**src/rtl/clock_phase_selector.sv**
```systemverilog
// Clock polarity calibration: measures err for invert=0 and invert=1, keeps the cleaner polarity.
// Optional CLOCK_PHASE_AUTORECAL_EN: while locked in HOLD, a bad rolling window triggers recalibration.
module clock_phase_selector #(
    parameter int unsigned WINDOW_LOG2   = 10,
    parameter int unsigned SETTLE_CYCLES = 64,
    parameter int unsigned ERR_WIDTH     = 12,
    parameter int unsigned ERR_THRESHOLD = 0
) (
    input  logic                 clk,
    input  logic                 rst,
    input  logic                 start,
    input  logic                 err,
    output logic                 invert,
    output logic                 busy,
    output logic                 done,
    output logic                 locked,
    output logic                 fail,
    output logic [ERR_WIDTH-1:0] err_cnt0,
    output logic [ERR_WIDTH-1:0] err_cnt1
);

    localparam int unsigned SETTLE_W = $clog2(SETTLE_CYCLES + 1);
    localparam logic [SETTLE_W-1:0] SETTLE_LAST = SETTLE_W'(SETTLE_CYCLES - 1);
    localparam logic [WINDOW_LOG2:0] WIN_LAST = {1'b0, {WINDOW_LOG2{1'b1}}};
    localparam logic [ERR_WIDTH:0] THR = (ERR_WIDTH + 1)'(ERR_THRESHOLD);

    typedef enum logic [3:0] {
        S_IDLE, S_SETTLE0, S_MEAS0, S_SETTLE1, S_MEAS1,
        S_DECIDE, S_SETTLE_F, S_DONE, S_HOLD
    } state_t;

    state_t state, state_nxt;

    logic [SETTLE_W-1:0]  settle_cnt;
    logic [WINDOW_LOG2:0] win_cnt;
    logic                 settle_last;
    logic                 win_last;
    logic                 in_settle;
    logic                 in_meas;
    logic                 restart;
    logic                 hold_roll;
    logic                 auto_restart;
    logic [ERR_WIDTH-1:0] sel_cnt;

    function automatic logic [ERR_WIDTH-1:0] sat_inc(input logic [ERR_WIDTH-1:0] v, input logic e);
        return (e && (v != '1)) ? v + 1'b1 : v;
    endfunction

    always_comb begin
        settle_last = (settle_cnt == SETTLE_LAST);
        win_last    = (win_cnt == WIN_LAST);
        in_settle   = (state == S_SETTLE0) || (state == S_SETTLE1) || (state == S_SETTLE_F);
        in_meas     = (state == S_MEAS0) || (state == S_MEAS1);
        busy        = (state != S_IDLE) && (state != S_HOLD);
        done        = (state == S_DONE);
        sel_cnt     = invert ? err_cnt1 : err_cnt0;
    end

`ifdef CLOCK_PHASE_AUTORECAL_EN
    logic [ERR_WIDTH-1:0] roll_cnt;
    logic [ERR_WIDTH-1:0] roll_nxt;

    always_comb begin
        hold_roll    = (state == S_HOLD) && locked;
        roll_nxt     = sat_inc(roll_cnt, err);
        auto_restart = hold_roll && win_last && ({1'b0, roll_nxt} > THR);
    end

    always_ff @(posedge clk or posedge rst) begin
        if (rst) begin
            roll_cnt <= '0;
        end else if (hold_roll && !win_last) begin
            roll_cnt <= roll_nxt;
        end else begin
            roll_cnt <= '0;
        end
    end
`else
    always_comb begin
        hold_roll    = 1'b0;
        auto_restart = 1'b0;
    end
`endif

    always_ff @(posedge clk or posedge rst) begin
        if (rst) begin
            state <= S_IDLE;
        end else begin
            state <= state_nxt;
        end
    end

    always_comb begin
        state_nxt = state;
        restart   = 1'b0;
        case (state)
            S_IDLE:     restart = start;
            S_SETTLE0:  if (settle_last) state_nxt = S_MEAS0;
            S_MEAS0:    if (win_last) state_nxt = S_SETTLE1;
            S_SETTLE1:  if (settle_last) state_nxt = S_MEAS1;
            S_MEAS1:    if (win_last) state_nxt = S_DECIDE;
            S_DECIDE:   state_nxt = S_SETTLE_F;
            S_SETTLE_F: if (settle_last) state_nxt = S_DONE;
            S_DONE:     state_nxt = S_HOLD;
            S_HOLD:     restart = start || auto_restart;
            default:    state_nxt = S_IDLE;
        endcase
        if (restart) begin
            state_nxt = S_SETTLE0;
        end
    end

    // Counters clear on every state change so each phase starts counting from zero.
    always_ff @(posedge clk or posedge rst) begin
        if (rst) begin
            settle_cnt <= '0;
            win_cnt    <= '0;
        end else if (state_nxt != state) begin
            settle_cnt <= '0;
            win_cnt    <= '0;
        end else begin
            if (in_settle) begin
                settle_cnt <= settle_cnt + 1'b1;
            end
            if (in_meas || hold_roll) begin
                win_cnt <= win_last ? '0 : win_cnt + 1'b1;
            end
        end
    end

    always_ff @(posedge clk or posedge rst) begin
        if (rst) begin
            invert   <= 1'b0;
            locked   <= 1'b0;
            fail     <= 1'b0;
            err_cnt0 <= '0;
            err_cnt1 <= '0;
        end else if (restart) begin
            invert   <= 1'b0;
            locked   <= 1'b0;
            fail     <= 1'b0;
            err_cnt0 <= '0;
            err_cnt1 <= '0;
        end else begin
            case (state)
                S_MEAS0: begin
                    err_cnt0 <= sat_inc(err_cnt0, err);
                    if (win_last) begin
                        invert <= 1'b1;
                    end
                end
                S_MEAS1:  err_cnt1 <= sat_inc(err_cnt1, err);
                S_DECIDE: invert <= (err_cnt1 < err_cnt0);
                S_DONE: begin
                    locked <= ({1'b0, sel_cnt} <= THR);
                    fail   <= !({1'b0, sel_cnt} <= THR);
                end
                default: ;
            endcase
        end
    end

endmodule

```
**config.mk**
```make
export PLATFORM = sky130hd
export DESIGN_NAME = clock_phase_selector
export DESIGN_NICKNAME = d
export VERILOG_FILES = /design/src/rtl/clock_phase_selector.sv
export SDC_FILE = /design/constraint.sdc
export NUM_CORES = 1
export LEC_CHECK = 0
export ABC_AREA = 0
export BUFFER_PORTS_ARGS = -buffer_cell sky130_fd_sc_hd__buf_2
export CAP_MARGIN = 20
export CORE_ASPECT_RATIO = 1.75
export CORE_MARGIN = 1
export CORE_UTILIZATION = 40
export DETAILED_ROUTE_END_ITERATION = 8
export PLACE_DENSITY = 0.68
export SYNTH_ARGS = -nofsm -noshare
export SYNTH_HDL_FRONTEND = slang
export SYNTH_SLANG_ARGS = --single-unit
```
**constraint.sdc**
```tcl
create_clock -name clk -period 4.45 [get_ports clk]
set_input_delay 0.2225 -clock clk [delete_from_list [all_inputs] [get_ports clk]]
set_output_delay 0.2225 -clock clk [all_outputs]
set_load 0.005 [all_outputs]
```
==> reports/results.txt <==
slowest CP cell: nor4_1
num ports: 33
Syn Inst Count: 339
layout cells sized above 1: 0.130
Setup TNS: 0 ns
Nets: 387
starting DRC count in detailed routing: 151
minimum clock period: 2.50 ns
Die W: 67.2 um
first drt pass iteration count: 5
worst path arrival time: 2.64 ns
CP startpoint kind: flip-flop
fin. max-slew vios: 0
Synth async-reset ratio: 1.00
Setup violations, final: 0
final worst slack: 1.95 ns
post-synthesis mux area share: 0.0135
main combinational cell family by area after synthesis: simple AND/OR/NAND/NOR gates
DR vias/cell: 5.64
worst-margin pin slew: 0.957 ns
synth warn: 0
Final period util: 0.561
DRC: 0
vias in the first global route: 2510
clk buf depth: 2
max_cap viols: 0
gpl congestion: 0.784
slew margin rel.: 0.356
Worst Hold Class: in2reg
Compound-Gate Fraction of Synth Area: 0.0892
Static Leak: 1.48 nW
first-pass GRT wire length: 11.6 mm
post-cts resize count: 0
GR Overflow Total: 0
wire length per cell: 15.1 um
simple-gate share of the synthesized area: 0.279
status: finished, final reports clean
most frequent cells in the layout: nor2_1 (50), dfrtp_1 (49), buf_2 (32)
largest net degree at the start of global routing: 50
chip height: 116 um
crit path cell chain: ha_1, nand2_1, nor4_1, nand2_1, a32oi_2, nor2_1
XOR/XNOR Fraction of Synth Area: 0.103
ANT cells: 0
RSZ-0062 raised after global routing: false
WS Path Type: reg2reg
die area: 7800 um2
Rows: 41
worst skew pair latency: 0.29 ns
Main synth FF type: dfrtp_1
Clock Tree Root: clkbuf_16
Via Count: 2567
Synth Register Bits: 49
initial core utilization: 0.414
Mapped Nets: 358
total track usage: 0.196
post-route antenna net violation count: 0
CORE AREA: 7180 um2
Layout area overhead: 14.6%
Setup WS pre-CTS: 1.93 ns
syn_area_per_cell: 8.77 um2
EDFF count, synth: 0
clk_skew: 0.00782 ns
CTS tree: yes
largest stage delay on the critical path: 0.70 ns
initial antenna violation count: 0
CTS buffer count: 5
most used cell, CP: nand2_1
Post-Route WL: 6.87 mm
most common cell after layout, fill and taps aside: nor2_1
crit-path max FO: 15
WP data required: 4.59 ns
Reg clk slew, reported paths: 0.07 ns
Pwr Density: 317 nW/um2
Pwr Total: 0.00108 W
synthesized cell area: 2970 um2
CP Capture Type: flip-flop
post-synthesis sequential area ratio: 0.412
Max Clock Freq: 400 MHz
Max VDD drop: 0.250 mV
final count of hold timing violations: 0
Post-Synth Adder-Cell Area: 0.0631
synth unique cells: 42
H-tree depth: 2
DP Wirelength: 4.89 mm
TritonCTS Sinks: 49
Buffers on Ports: 32
final cells by class:
class / instances / area [um2]
clock buffer: 7 / 143
timing repair buffer: 36 / 203
inverter: 17 / 63.8
sequential: 49 / 1230
fill: 711 / 3770
clock inverter: 1 / 30.0
multi-input combinational: 259 / 1630
tap: 86 / 108
what timing repair did:
| action | CTS | global route |
|---|---|---|
| endpoints found under the hold margin | 0 | 7 |
| hold buffers | 0 | 1 |
| buffers inserted | 0 | 0 |
| setup endpoints to repair | 0 | 0 |
cell families after synthesis:
family          count (synthesis)
xor+xnor                       34
fa+ha+maj                      15
flops                          49
buf+inv                        31
mux                             4
simple gates                  164
compound gates                 42
per-stage QoR:
step                      instances  cell area [um2]   util  hold slack (ns)
after floorplan                 339             2970      -            0.433
after global placement          444             3200  0.445            0.515
after detailed placement        444             3200  0.445            0.528
after CTS                       452             3370  0.470            0.225
after global routing            455             3410  0.474            0.318
final                           455             3410  0.474            0.294
final timing paths:
check                      cells past startpoint  slack [ns]                   endpoint               startpoint
max                                            6        1.95     win_cnt[4]$_DFFE_PP0P_   win_cnt[0]$_DFFE_PP0P_
min                                            4        0.29     win_cnt[2]$_DFFE_PP0P_                    start
max reg2reg                                    6        1.95     win_cnt[4]$_DFFE_PP0P_   win_cnt[0]$_DFFE_PP0P_
min reg2reg                                    2        0.54    win_cnt[10]$_DFFE_PP0P_  win_cnt[10]$_DFFE_PP0P_
max in group asynchronous                      4        3.59         locked$_DFFE_PP0P_                      rst
min in group asynchronous                      3        0.38  settle_cnt[1]$_DFFE_PP0P_                      rst
routing by layer:
metal	share of wire	GRT usage	vias up
li1	-	-	1249
met4	0.029	0.0979	0
met5	0	0	-
met1	0.41	0.227	1244
met2	0.53	0.342	60
met3	0.028	0.0295	14
sequential cells by signal (all words and copies together), names as in the netlist:
register,count
err_cnt0,12
err_cnt1,12
fail,1
invert,1
locked,1
settle_cnt,7
state,4
win_cnt,11
synthesized netlist by cell type, types with 2 or more instances:
library cell | instances | area share
clkbuf_1 | 11 | 0.014
nand2_1 | 28 | 0.035
mux2i_1 | 4 | 0.013
nor4_1 | 15 | 0.032
a211oi_1 | 5 | 0.013
and4_1 | 2 | 0.0059
a21oi_1 | 14 | 0.024
ha_1 | 15 | 0.063
or3_1 | 5 | 0.011
buf_2 | 3 | 0.0050
o31ai_1 | 2 | 0.0050
nand4_1 | 14 | 0.029
nand3_1 | 16 | 0.027
nor3_1 | 13 | 0.022
xor2_1 | 6 | 0.018
nor2b_1 | 2 | 0.0042
nand3b_1 | 3 | 0.0076
nor2_1 | 50 | 0.063
nor3b_1 | 3 | 0.0076
dfrtp_1 | 49 | 0.41
xnor2_1 | 27 | 0.080
nor4b_1 | 4 | 0.012
inv_1 | 17 | 0.021
o21ai_0 | 11 | 0.019
nand2b_1 | 3 | 0.0063
where the power goes:
part	internal, W	switching, W
sequential	0.000474	0.0000353
clock	0.000281	0.000162
combinational	0.0000526	0.0000757
total	0.000808	0.000273
critical path: cells and delay by family (launching register included):
family	cells	cell delay [ns]
AOI/OAI and AO/OA	1	0.66
adders and majority gates	1	0.22
and+or+nand+nor	4	1.06
DFF	1	0.40
(Power assumes the default switching activity.)
